**config.mk**
```make
export PLATFORM = sky130hd
export DESIGN_NAME = shift_serial_unit
export DESIGN_NICKNAME = d
export VERILOG_FILES = /design/src/rtl/shift_serial_unit.sv
export SDC_FILE = /design/constraint.sdc
export NUM_CORES = 1
export LEC_CHECK = 0
export BUFFER_PORTS_ARGS = -buffer_cell sky130_fd_sc_hd__buf_2
export CORE_ASPECT_RATIO = 0.7
export CORE_UTILIZATION = 56
export DETAILED_ROUTE_END_ITERATION = 6
export GPL_TIMING_DRIVEN = 1
export MAX_ROUTING_LAYER = met4
export PLACE_DENSITY_LB_ADDON = 0.1
export SYNTH_ARGS = -nofsm -noshare
export SYNTH_HDL_FRONTEND = slang
export SYNTH_SLANG_ARGS = --single-unit
export TNS_END_PERCENT = 100
```
**constraint.sdc**
```tcl
create_clock -name CLK -period 3 [get_ports CLK]
set_clock_uncertainty 0.05 [all_clocks]
set_input_delay 0.6 -clock CLK [delete_from_list [all_inputs] [get_ports CLK]]
set_output_delay 0.6 -clock CLK [all_outputs]
set_load 0.1 [all_outputs]
```
**src/rtl/shift_serial_unit.sv**
```systemverilog
// rtl/shift_serial_unit.sv - multi-cycle 8-bit shifter/rotator, one bit position per clock
module shift_serial_unit (
    input  logic       CLK,
    input  logic       RESET,
    input  logic       START,
    input  logic [7:0] DATA1,
    input  logic [7:0] DATA2,
    output logic       BUSY,
    output logic       DONE,
    output logic [7:0] RESULT
);

    typedef enum logic [1:0] {
        S_IDLE  = 2'd0,
        S_SHIFT = 2'd1,
        S_DONE  = 2'd2
    } state_t;

    localparam logic [1:0] OP_SLL = 2'b00;
    localparam logic [1:0] OP_SRL = 2'b01;
    localparam logic [1:0] OP_SRA = 2'b10;
    localparam logic [1:0] OP_ROR = 2'b11;

    state_t     state_q, state_d;
    logic [7:0] work_q, work_d;
    logic [1:0] op_q, op_d;
    logic [3:0] cnt_q, cnt_d;
    logic [7:0] result_q, result_d;

    // Command bits [5:4] carry no meaning for this unit.
    logic unused_cmd_bits;
    assign unused_cmd_bits = ^DATA2[5:4];

    // Rotation is periodic in 8; shifts saturate at 8 where the result stops changing.
    function automatic logic [3:0] eff_count(input logic [1:0] op, input logic [3:0] n);
        if (op == OP_ROR) begin
            return {1'b0, n[2:0]};
        end else if (n[3]) begin
            return 4'd8;
        end else begin
            return n;
        end
    endfunction

    // Single-position step; sra refills from bit 7, which never changes under sra.
    function automatic logic [7:0] shift_one(input logic [1:0] op, input logic [7:0] w);
        case (op)
            OP_SLL:  return {w[6:0], 1'b0};
            OP_SRL:  return {1'b0, w[7:1]};
            OP_SRA:  return {w[7], w[7:1]};
            default: return {w[0], w[7:1]};
        endcase
    endfunction

    // Next-state logic: capture in IDLE, step in SHIFT, publish result on the way to DONE.
    always_comb begin
        state_d  = state_q;
        work_d   = work_q;
        op_d     = op_q;
        cnt_d    = cnt_q;
        result_d = result_q;
        case (state_q)
            S_IDLE: begin
                if (START) begin
                    work_d  = DATA1;
                    op_d    = DATA2[7:6];
                    cnt_d   = eff_count(DATA2[7:6], DATA2[3:0]);
                    state_d = S_SHIFT;
                end
            end
            S_SHIFT: begin
                if (cnt_q != 4'd0) begin
                    work_d = shift_one(op_q, work_q);
                    cnt_d  = cnt_q - 4'd1;
                end else begin
                    result_d = work_q;
                    state_d  = S_DONE;
                end
            end
            S_DONE: begin
                state_d = S_IDLE;
            end
            default: begin
                state_d = S_IDLE;
            end
        endcase
    end

    // State and datapath registers; reset aborts any operation in flight.
    always_ff @(posedge CLK or posedge RESET) begin
        if (RESET) begin
            state_q  <= S_IDLE;
            work_q   <= 8'h00;
            op_q     <= 2'b00;
            cnt_q    <= 4'd0;
            result_q <= 8'h00;
        end else begin
            state_q  <= state_d;
            work_q   <= work_d;
            op_q     <= op_d;
            cnt_q    <= cnt_d;
            result_q <= result_d;
        end
    end

    assign BUSY   = (state_q != S_IDLE);
    assign DONE   = (state_q == S_DONE);
    assign RESULT = result_q;

endmodule

```
==> results of run 1 <==
-- per-layer routing --
metal | up-vias | wire length (um) | track usage (%)
met5 | - | 0 | -
met4 | 0 | 6 | 1.90
met3 | 2 | 165 | 6.85
met2 | 39 | 1140 | 36.8
met1 | 491 | 1250 | 32.5
li1 | 478 | - | -
-- flip-flops by register name, summed over array words and instances, names as in the netlist --
register / count
RESULT: 8
cnt_q: 4
op_q: 2
state_q: 2
work_q: 8
-- area by class of cell --
class	instances	area, um2
flip-flops and latches	24	601
multi-input cells	81	604
clock buffers	3	22.5
repair buffers	26	130
fillers	162	571
inverters	5	18.8
well taps	30	37.5
-- Yosys cell counts (3+ instances only) --
master	number
o21a_1	6
a21oi_1	3
inv_1	5
mux2_2	10
buf_2	4
a211oi_1	8
o21ai_0	6
dfrtp_1	24
nor2_1	8
o31ai_1	7
a31oi_1	4
-- path summary, 6_finish.rpt --
check                            from        end  slack [ns]  cells after the start
min in group CLK            RESULT[5]  RESULT[5]        0.46                      1
max                        state_q[0]       BUSY        0.90                      2
min reg2reg                 RESULT[5]  RESULT[5]        0.46                      1
max reg2reg                  cnt_q[0]  RESULT[3]        0.98                      5
min                             RESET   cnt_q[2]        0.41                      2
max in group asynchronous       RESET  work_q[3]        1.95                      2
-- per-stage QoR --
stage	setup slack [ns]	util [%]	std cells	instance area [um2]	hold WS, ns
after floorplan	0.523	-	116	1270	0.427
after global placement	1.04	70.1	166	1390	0.434
after detailed placement	0.997	70.1	166	1390	0.441
after CTS	0.892	71.2	169	1410	0.435
after global routing	0.841	71.2	169	1410	0.478
final	0.897	71.2	169	1410	0.407
-- critical path: cells and delay by family (launching register included) --
family                 cells  cell delay [ns]
AND/OR/NAND/NOR            1             0.34
buffers and inverters      1             0.29
flip-flops                 1             0.51
-- placed cells by master, fill, tap and decap left out, drive strengths merged, types with 3 or more instances in the layout --
| master | synthesis | final |
|---|---|---|
| o21ai | 6 | 6 |
| clkbuf | 0 | 3 |
| a31oi | 4 | 4 |
| nand2 | 3 | 3 |
| inv | 5 | 5 |
| nor2 | 9 | 9 |
| o21a | 6 | 6 |
| o31ai | 7 | 7 |
| dfrtp | 24 | 24 |
| a211oi | 8 | 8 |
| a21oi | 3 | 3 |
| mux2 | 10 | 10 |
| buf | 6 | 26 |
-- kinds of logic (layout without fill, tap and decap cells) --
logic type	count (synthesis)	count (layout)	synth area share (%)
and+or+nand+nor	28	28	13.8
AOI/OAI and AO/OA	42	42	24.0
adders and majority gates	1	1	0.988
buffers and inverters	11	34	4.84
muxes	10	10	8.89
DFF	24	24	47.4
==> summary.txt, run 1 <==
Num CTS Buffers = 3
residual DRC count = 0
FMAX = 0.476 GHz
biggest area consumer among synthesized cells = dfrtp_1
Final Max Slew Viols = 0
Crit Path Class = reg2out
number of cell rows = 13
number of synthesized flops with an enable pin = 0
total of max-cap violations = 0
RSZ-0062 raised after global routing = false
Setup Fix Bufs, Post-CTS = 0
slew margin rel. = 40.9%
Mapped Area = 1270 um2
Setup crit end kind = output port
FFs w/ async S/R, synth = 100%
largest net degree at the start of global routing = 25
setup_tns = 0 ns
GRT Total Usage = 23.8%
hold crit path type = in2async
sequential share of the synthesized area = 47.4%
Tcrit/Tclk final = 70.1%
GRT overflow = 0
Critical Path Start Type = flip-flop
Worst path max stage delay = 0.51 ns
clk_lat worst skew = 0.31 ns
Port Buffers = 26
first-pass GRT wire length = 4310 um
HPWL after DPL = 1790 um
Initial Util = 63.8%
mean post-synth cell area = 10.9 um2
# IOs = 29
Total Wirelength = 2560 um
FF+latch count, synth = 24
CTS tree = done
H-tree Lvls = 1
synth warn = 0
routed vias = 1010
crit-path max FO = 11
Clk pin slew, worst setup/hold paths = 0.13 ns
Diodes inserted = 0
Die Y = 41.8 um
Layout area overhead = 11.7%
final hold vios = 0
antenna violations before repair = 0
Synth Flop Type = dfrtp_1
Initial DRT Pass Iterations = 4
hold_buf cts = 0
DR WL/cell = 15.2 um
# setup viols final = 0
root buffer cell = clkbuf_4
Die ar. = 2460 um2
final antenna-violating net count = 0
layout cell share with drive strength beyond 1 = 32.4%
Synth area leaders = dfrtp_1 (47%), mux2_2 (8.9%), a211oi_1 (4.7%), o31ai_1 (4.2%), o21a_1 (3.6%)
NumNets Final = 161
placer congestion estimate = 0.836
slew of the pin with the lowest slew margin = 0.886 ns
minimum clock period = 2.10 ns
worst endpoint required time = 2.35 ns
Via density = 5.98
CTS max path bufs = 2
Slowest cell on crit path = dfrtp_1
WP data arrival = 1.45 ns
Resize count post-CTS = 0
Sink Count = 24
Core Region = 1980 um2
outcome = complete, no violations
DIE WIDTH = 58.8 um
initial drt markers = 33
Synth top area share = 47.4%
worst-path cell chain = or2_2 > buf_2
Cells after Synth = 116
Mapped Nets = 136
vias in the first global route = 976
distinct cell type count after synthesis = 35
Power of run 1 is not shown: default switching activity piles up to over one toggle a cycle in this logic, so the estimate is an artifact.
==> run 2: changes to the inputs <==
--- a/config.mk
+++ b/config.mk
@@ -7,7 +7,7 @@
 export LEC_CHECK = 0
 export BUFFER_PORTS_ARGS = -buffer_cell sky130_fd_sc_hd__buf_2
 export CORE_ASPECT_RATIO = 0.7
-export CORE_UTILIZATION = 56
+export CORE_UTILIZATION = 52
 export DETAILED_ROUTE_END_ITERATION = 6
 export GPL_TIMING_DRIVEN = 1
 export MAX_ROUTING_LAYER = met4
==> constraint.sdc (replaced) <==
create_clock -name CLK -period 2.05 [get_ports CLK]
set_clock_uncertainty 0.05 [all_clocks]
set_input_delay 0.41 -clock CLK [delete_from_list [all_inputs] [get_ports CLK]]
set_output_delay 0.41 -clock CLK [all_outputs]
set_load 0.1 [all_outputs]
==> summary.txt, run 2 (same netlist as run 1, synthesis figures left out) <==
routed vias = 1015 (+0.50%)
commonest cells after routing, fill and taps aside = buf_2 (26), dfrtp_1 (24), mux2_2 (10), nor2_1 (8), a211oi_1 (8)
final hold vios = 0 (unchanged)
pre-CTS setup slack = 0.155 ns (-0.843 ns)
minimum clock period = 1.92 ns
CTS tree = done
fillers = 199 (+23%)
NumNets Final = 164 (+1.9%)
clk_lat worst skew = 0.31 ns (about the same)
Setup Fix Bufs, Post-CTS = 0 (unchanged)
residual DRC count = 0 (unchanged)
DR WL/cell = 15.4 um (+1.9%)
antenna violations before repair = 0 (unchanged)
Setup crit end kind = output port
Crit Path Class = reg2out
crit-path max FO = 11 (unchanged)
root buffer cell = clkbuf_4
Resize count post-CTS = 0 (unchanged)
Total Wirelength = 2690 um (+5.0%)
Tcrit/Tclk final = 93.7%
hold_buf cts = 0 (unchanged)
final antenna-violating net count = 0 (unchanged)
FMAX = 0.521 GHz
placer congestion estimate = 0.807 (-3.5%)
initial drt markers = 27 (-18%)
layout cell share with drive strength beyond 1 = 34.5% (+2.1 points)
hold crit path type = in2async
Layout area overhead = 14.8%
Clk pin slew, worst setup/hold paths = 0.13 ns (about the same)
Initial Util = 56.9% (-6.9 points)
HPWL after DPL = 1890 um (+5.7%)
GRT overflow = 0 (unchanged)
Die ar. = 2640 um2 (+7.4%)
Diodes inserted = 0 (unchanged)
Die Y = 43.3 um (+3.6%)
top layer in use = met4
# IOs = 29 (unchanged)
Num CTS Buffers = 3 (unchanged)
largest net degree at the start of global routing = 25 (unchanged)
WP data arrival = 1.46 ns (about the same)
r2r setup slk = 0.16 ns (-0.82 ns)
outcome = complete, no violations
Port Buffers = 26 (unchanged)
Sink Count = 24 (unchanged)
Via density = 5.83 (-2.4%)
RSZ-0062 raised after global routing = false
vias in the first global route = 856 (-12%)
number of cell rows = 14 (+1)
Reg2Reg Depth = 6 (+1)
slew of the pin with the lowest slew margin = 0.633 ns (-0.252 ns)
# setup viols final = 0 (unchanged)
total of max-cap violations = 0 (unchanged)
H-tree Lvls = 1 (unchanged)
GRT Total Usage = 23.8% (+0.029 points)
DR WL met2 = 1170 um (+2.5%)
DIE WIDTH = 61.0 um (+3.6%)
worst reg2reg path endpoint = RESULT[2]
first-pass GRT wire length = 4370 um (+1.3%)
most common cell after layout, fill and taps aside = buf_2
setup_tns = 0 ns (unchanged)
Critical Path Start Type = flip-flop
Final Max Slew Viols = 0 (unchanged)
CTS max path bufs = 2 (unchanged)
worst endpoint required time = 1.59 ns (-0.76 ns)
reg-to-reg critical path startpoint = cnt_q[0]
Final WS setup = 0.130 ns (-0.768 ns)
slew margin rel. = 57.7% (+17 points)
Initial DRT Pass Iterations = 4 (unchanged)
Core Region = 2220 um2 (+12%)
Met3 Wirelength = 153 um (-7.3%)
met1 wire length = 1350 um (+8.1%)
run 2: cell types whose count changed in the layout (fill, tap and decap cells not counted), sizes merged:
cell	delta
buf	+3
run 2: worst max-delay path by stage:
stage	endpoint	slack, ns	from
5_1_grt	BUSY	0.01	state_q[0]
6_report	BUSY	0.13	state_q[0]
4_1_cts	BUSY	0.11	state_q[0]
2_1_floorplan	DONE	0.29	state_q[0]
3_3_place_gp	RESULT[2]	0.24	cnt_q[0]
3_5_place_dp	RESULT[2]	0.15	cnt_q[0]
run 2: routing by layer:
metal  global-route usage [%]  up-vias
li1                         -      491
met1                     35.4      486
met2                     31.6       36
met3                     6.40        2
met4                     6.36        0
met5                        -        -
run 2: worst max-delay path, cell delays in order, from the launching register on:
cell	delay, ns
dfrtp_1	0.51
or2_2	0.35
buf_2	0.30
run 2: area by class of cell:
cell class,instances,area [um2],share of cell area [%]
well taps,32,40.0,2.75
flip-flops and latches,24,601,41.3
multi-input cells,81,607,41.7
inverters,5,18.8,1.29
clock buffers,3,22.5,1.55
repair buffers,29,165,11.4
run 2: per-stage QoR:
stage | area [um2] | instances | utilization, % | hold slack (ns)
2_1_floorplan | 1270 | 116 | - | 0.375
5_1_grt | 1450 | 174 | 65.4 | 0.0945
3_3_place_gp | 1430 | 171 | 64.3 | 0.414
4_1_cts | 1450 | 174 | 65.4 | 0.0683
6_report | 1450 | 174 | 65.4 | 0.0681
3_5_place_dp | 1430 | 171 | 64.3 | 0.419
Power of run 2 is left out for the same reason.
==> run 3: changes to the inputs <==
--- a/config.mk
+++ b/config.mk
@@ -5,7 +5,7 @@
 export SDC_FILE = /design/constraint.sdc
 export NUM_CORES = 1
 export LEC_CHECK = 0
-export BUFFER_PORTS_ARGS = -buffer_cell sky130_fd_sc_hd__buf_2
+export BUFFER_PORTS_ARGS = -buffer_cell sky130_fd_sc_hd__clkbuf_2
 export CORE_ASPECT_RATIO = 0.7
 export CORE_UTILIZATION = 52
 export DETAILED_ROUTE_END_ITERATION = 6
==> summary.txt, run 3 (same netlist as run 1, synthesis figures left out) <==
DIE WIDTH = 61.0 um (unchanged)
Total Wirelength = 2570 um (-4.6%)
initial drt markers = 24 (-11%)
NumNets Final = 164 (unchanged)
final antenna-violating net count = 0 (unchanged)
Num CTS Buffers = 3 (unchanged)
total of max-cap violations = 0 (unchanged)
number of cell rows = 14 (unchanged)
layout cell share with drive strength beyond 1 = 34.5% (unchanged)
Die ar. = 2640 um2 (unchanged)
HPWL after DPL = 1850 um (-2.4%)
Diodes inserted = 0 (unchanged)
Initial Util = 56.9% (unchanged)
slew of the pin with the lowest slew margin = 0.558 ns (-0.0755 ns)
Crit Path Class = reg2out
placer congestion estimate = 0.807 (about the same)
H-tree Lvls = 1 (unchanged)
# setup viols final = 0 (unchanged)
clk_lat worst skew = 0.31 ns (about the same)
GRT overflow = 0 (unchanged)
Die Y = 43.3 um (unchanged)
Layout area overhead = 14.8% (unchanged)
Crit. Startpoint = state_q[0]
Final Max Slew Viols = 0 (unchanged)
multi-input logic area = 607 um2 (unchanged)
Setup crit end kind = output port
routed vias = 1010 (-0.49%)
outcome = complete, no violations
WP data arrival = 1.46 ns (about the same)
hold crit path type = in2async
Clk pin slew, worst setup/hold paths = 0.12 ns (about the same)
reg-to-reg critical path startpoint = cnt_q[0]
CTS tree = done
largest net degree at the start of global routing = 25 (unchanged)
residual DRC count = 0 (unchanged)
Via density = 5.80 (-0.49%)
commonest cells after routing, fill and taps aside = clkbuf_2 (25), dfrtp_1 (24), mux2_2 (10), nor2_1 (8), a211oi_1 (8)
# IOs = 29 (unchanged)
DR WL/cell = 14.7 um (-4.6%)
first-pass GRT wire length = 4190 um (-4.1%)
CTS max path bufs = 2 (unchanged)
Core Region = 2220 um2 (unchanged)
final hold vios = 0 (unchanged)
slew margin rel. = 62.7% (+5.0 points)
vias in the first global route = 888 (+3.7%)
FMAX = 0.520 GHz (-0.11%)
most common cell after layout, fill and taps aside = clkbuf_2
crit-path max FO = 11 (unchanged)
GRT Total Usage = 22.6% (-1.2 points)
Seq. cell area = 601 um2 (unchanged)
worst endpoint required time = 1.59 ns (about the same)
Tcrit/Tclk final = 93.8% (+0.10 points)
antenna violations before repair = 0 (unchanged)
fillers = 200 (+0.50%)
RSZ-0062 raised after global routing = false
Initial DRT Pass Iterations = 4 (unchanged)
setup_tns = 0 ns (unchanged)
Port Buffers = 26 (unchanged)
Critical Path Start Type = flip-flop
Sink Count = 24 (unchanged)
minimum clock period = 1.92 ns (+0.00214 ns)
root buffer cell = clkbuf_4
==> run 3: changes by cell type in the layout (fill, tap and decap cells not counted) <==
cell,change
clkbuf_2,+25
buf_2,-25
==> run 3: worst max-delay path: stages, from the launching register on <==
cell and delay [ns]:
dfrtp_1 0.51, or2_2 0.35, buf_2 0.30
==> run 3: path summary, 6_finish.rpt <==
| check | end | cells after the start | slack [ns] |
|---|---|---|---|
| setup / recovery | BUSY | 2 | 0.13 |
| hold / removal | RESULT[1] | 3 | 0.05 |
| setup reg to reg | RESULT[3] | 6 | 0.17 |
| hold reg to reg | RESULT[7] | 1 | 0.47 |
| max in group asynchronous | RESULT[3] | 3 | 1.67 |
| min in group CLK | work_q[0] | 3 | 0.27 |
==> run 3: timing repair <==
action / 4_1_cts / 5_1_grt
endpoints found under the setup margin: 0 / 1
hold buffers: 0 / 0
resized for setup: 0 / 1
buffers inserted: 0 / 0
==> run 3: per-layer routing <==
layer	GRT usage [%]	part of all wire, %	vias up
met5	-	0	-
met4	3.64	0.35	0
met3	7.01	5.7	2
met2	31.6	42	31
met1	32.7	52	488
li1	-	-	489
==> run 3: cell type report <==
| cell class | instances | share of cell area, % |
|---|---|---|
| well taps | 32 | 2.75 |
| multi-input cells | 81 | 41.7 |
| clock buffers | 3 | 1.55 |
| flip-flops and latches | 24 | 41.3 |
| repair buffers | 29 | 11.4 |
| inverters | 5 | 1.29 |
==> run 3: per-stage QoR <==
stage,setup slack [ns],cells,instance area (um2),util (%),hold WS [ns]
floorplan,0.294,116,1270,-,0.375
global placement,0.242,171,1430,64.3,0.397
CTS,0.0349,174,1450,65.4,0.0498
detailed placement,0.178,171,1430,64.3,0.403
global route,0.0522,174,1450,65.4,0.0752
finish,0.128,174,1450,65.4,0.0472
Power of run 3 is left out for the same reason.
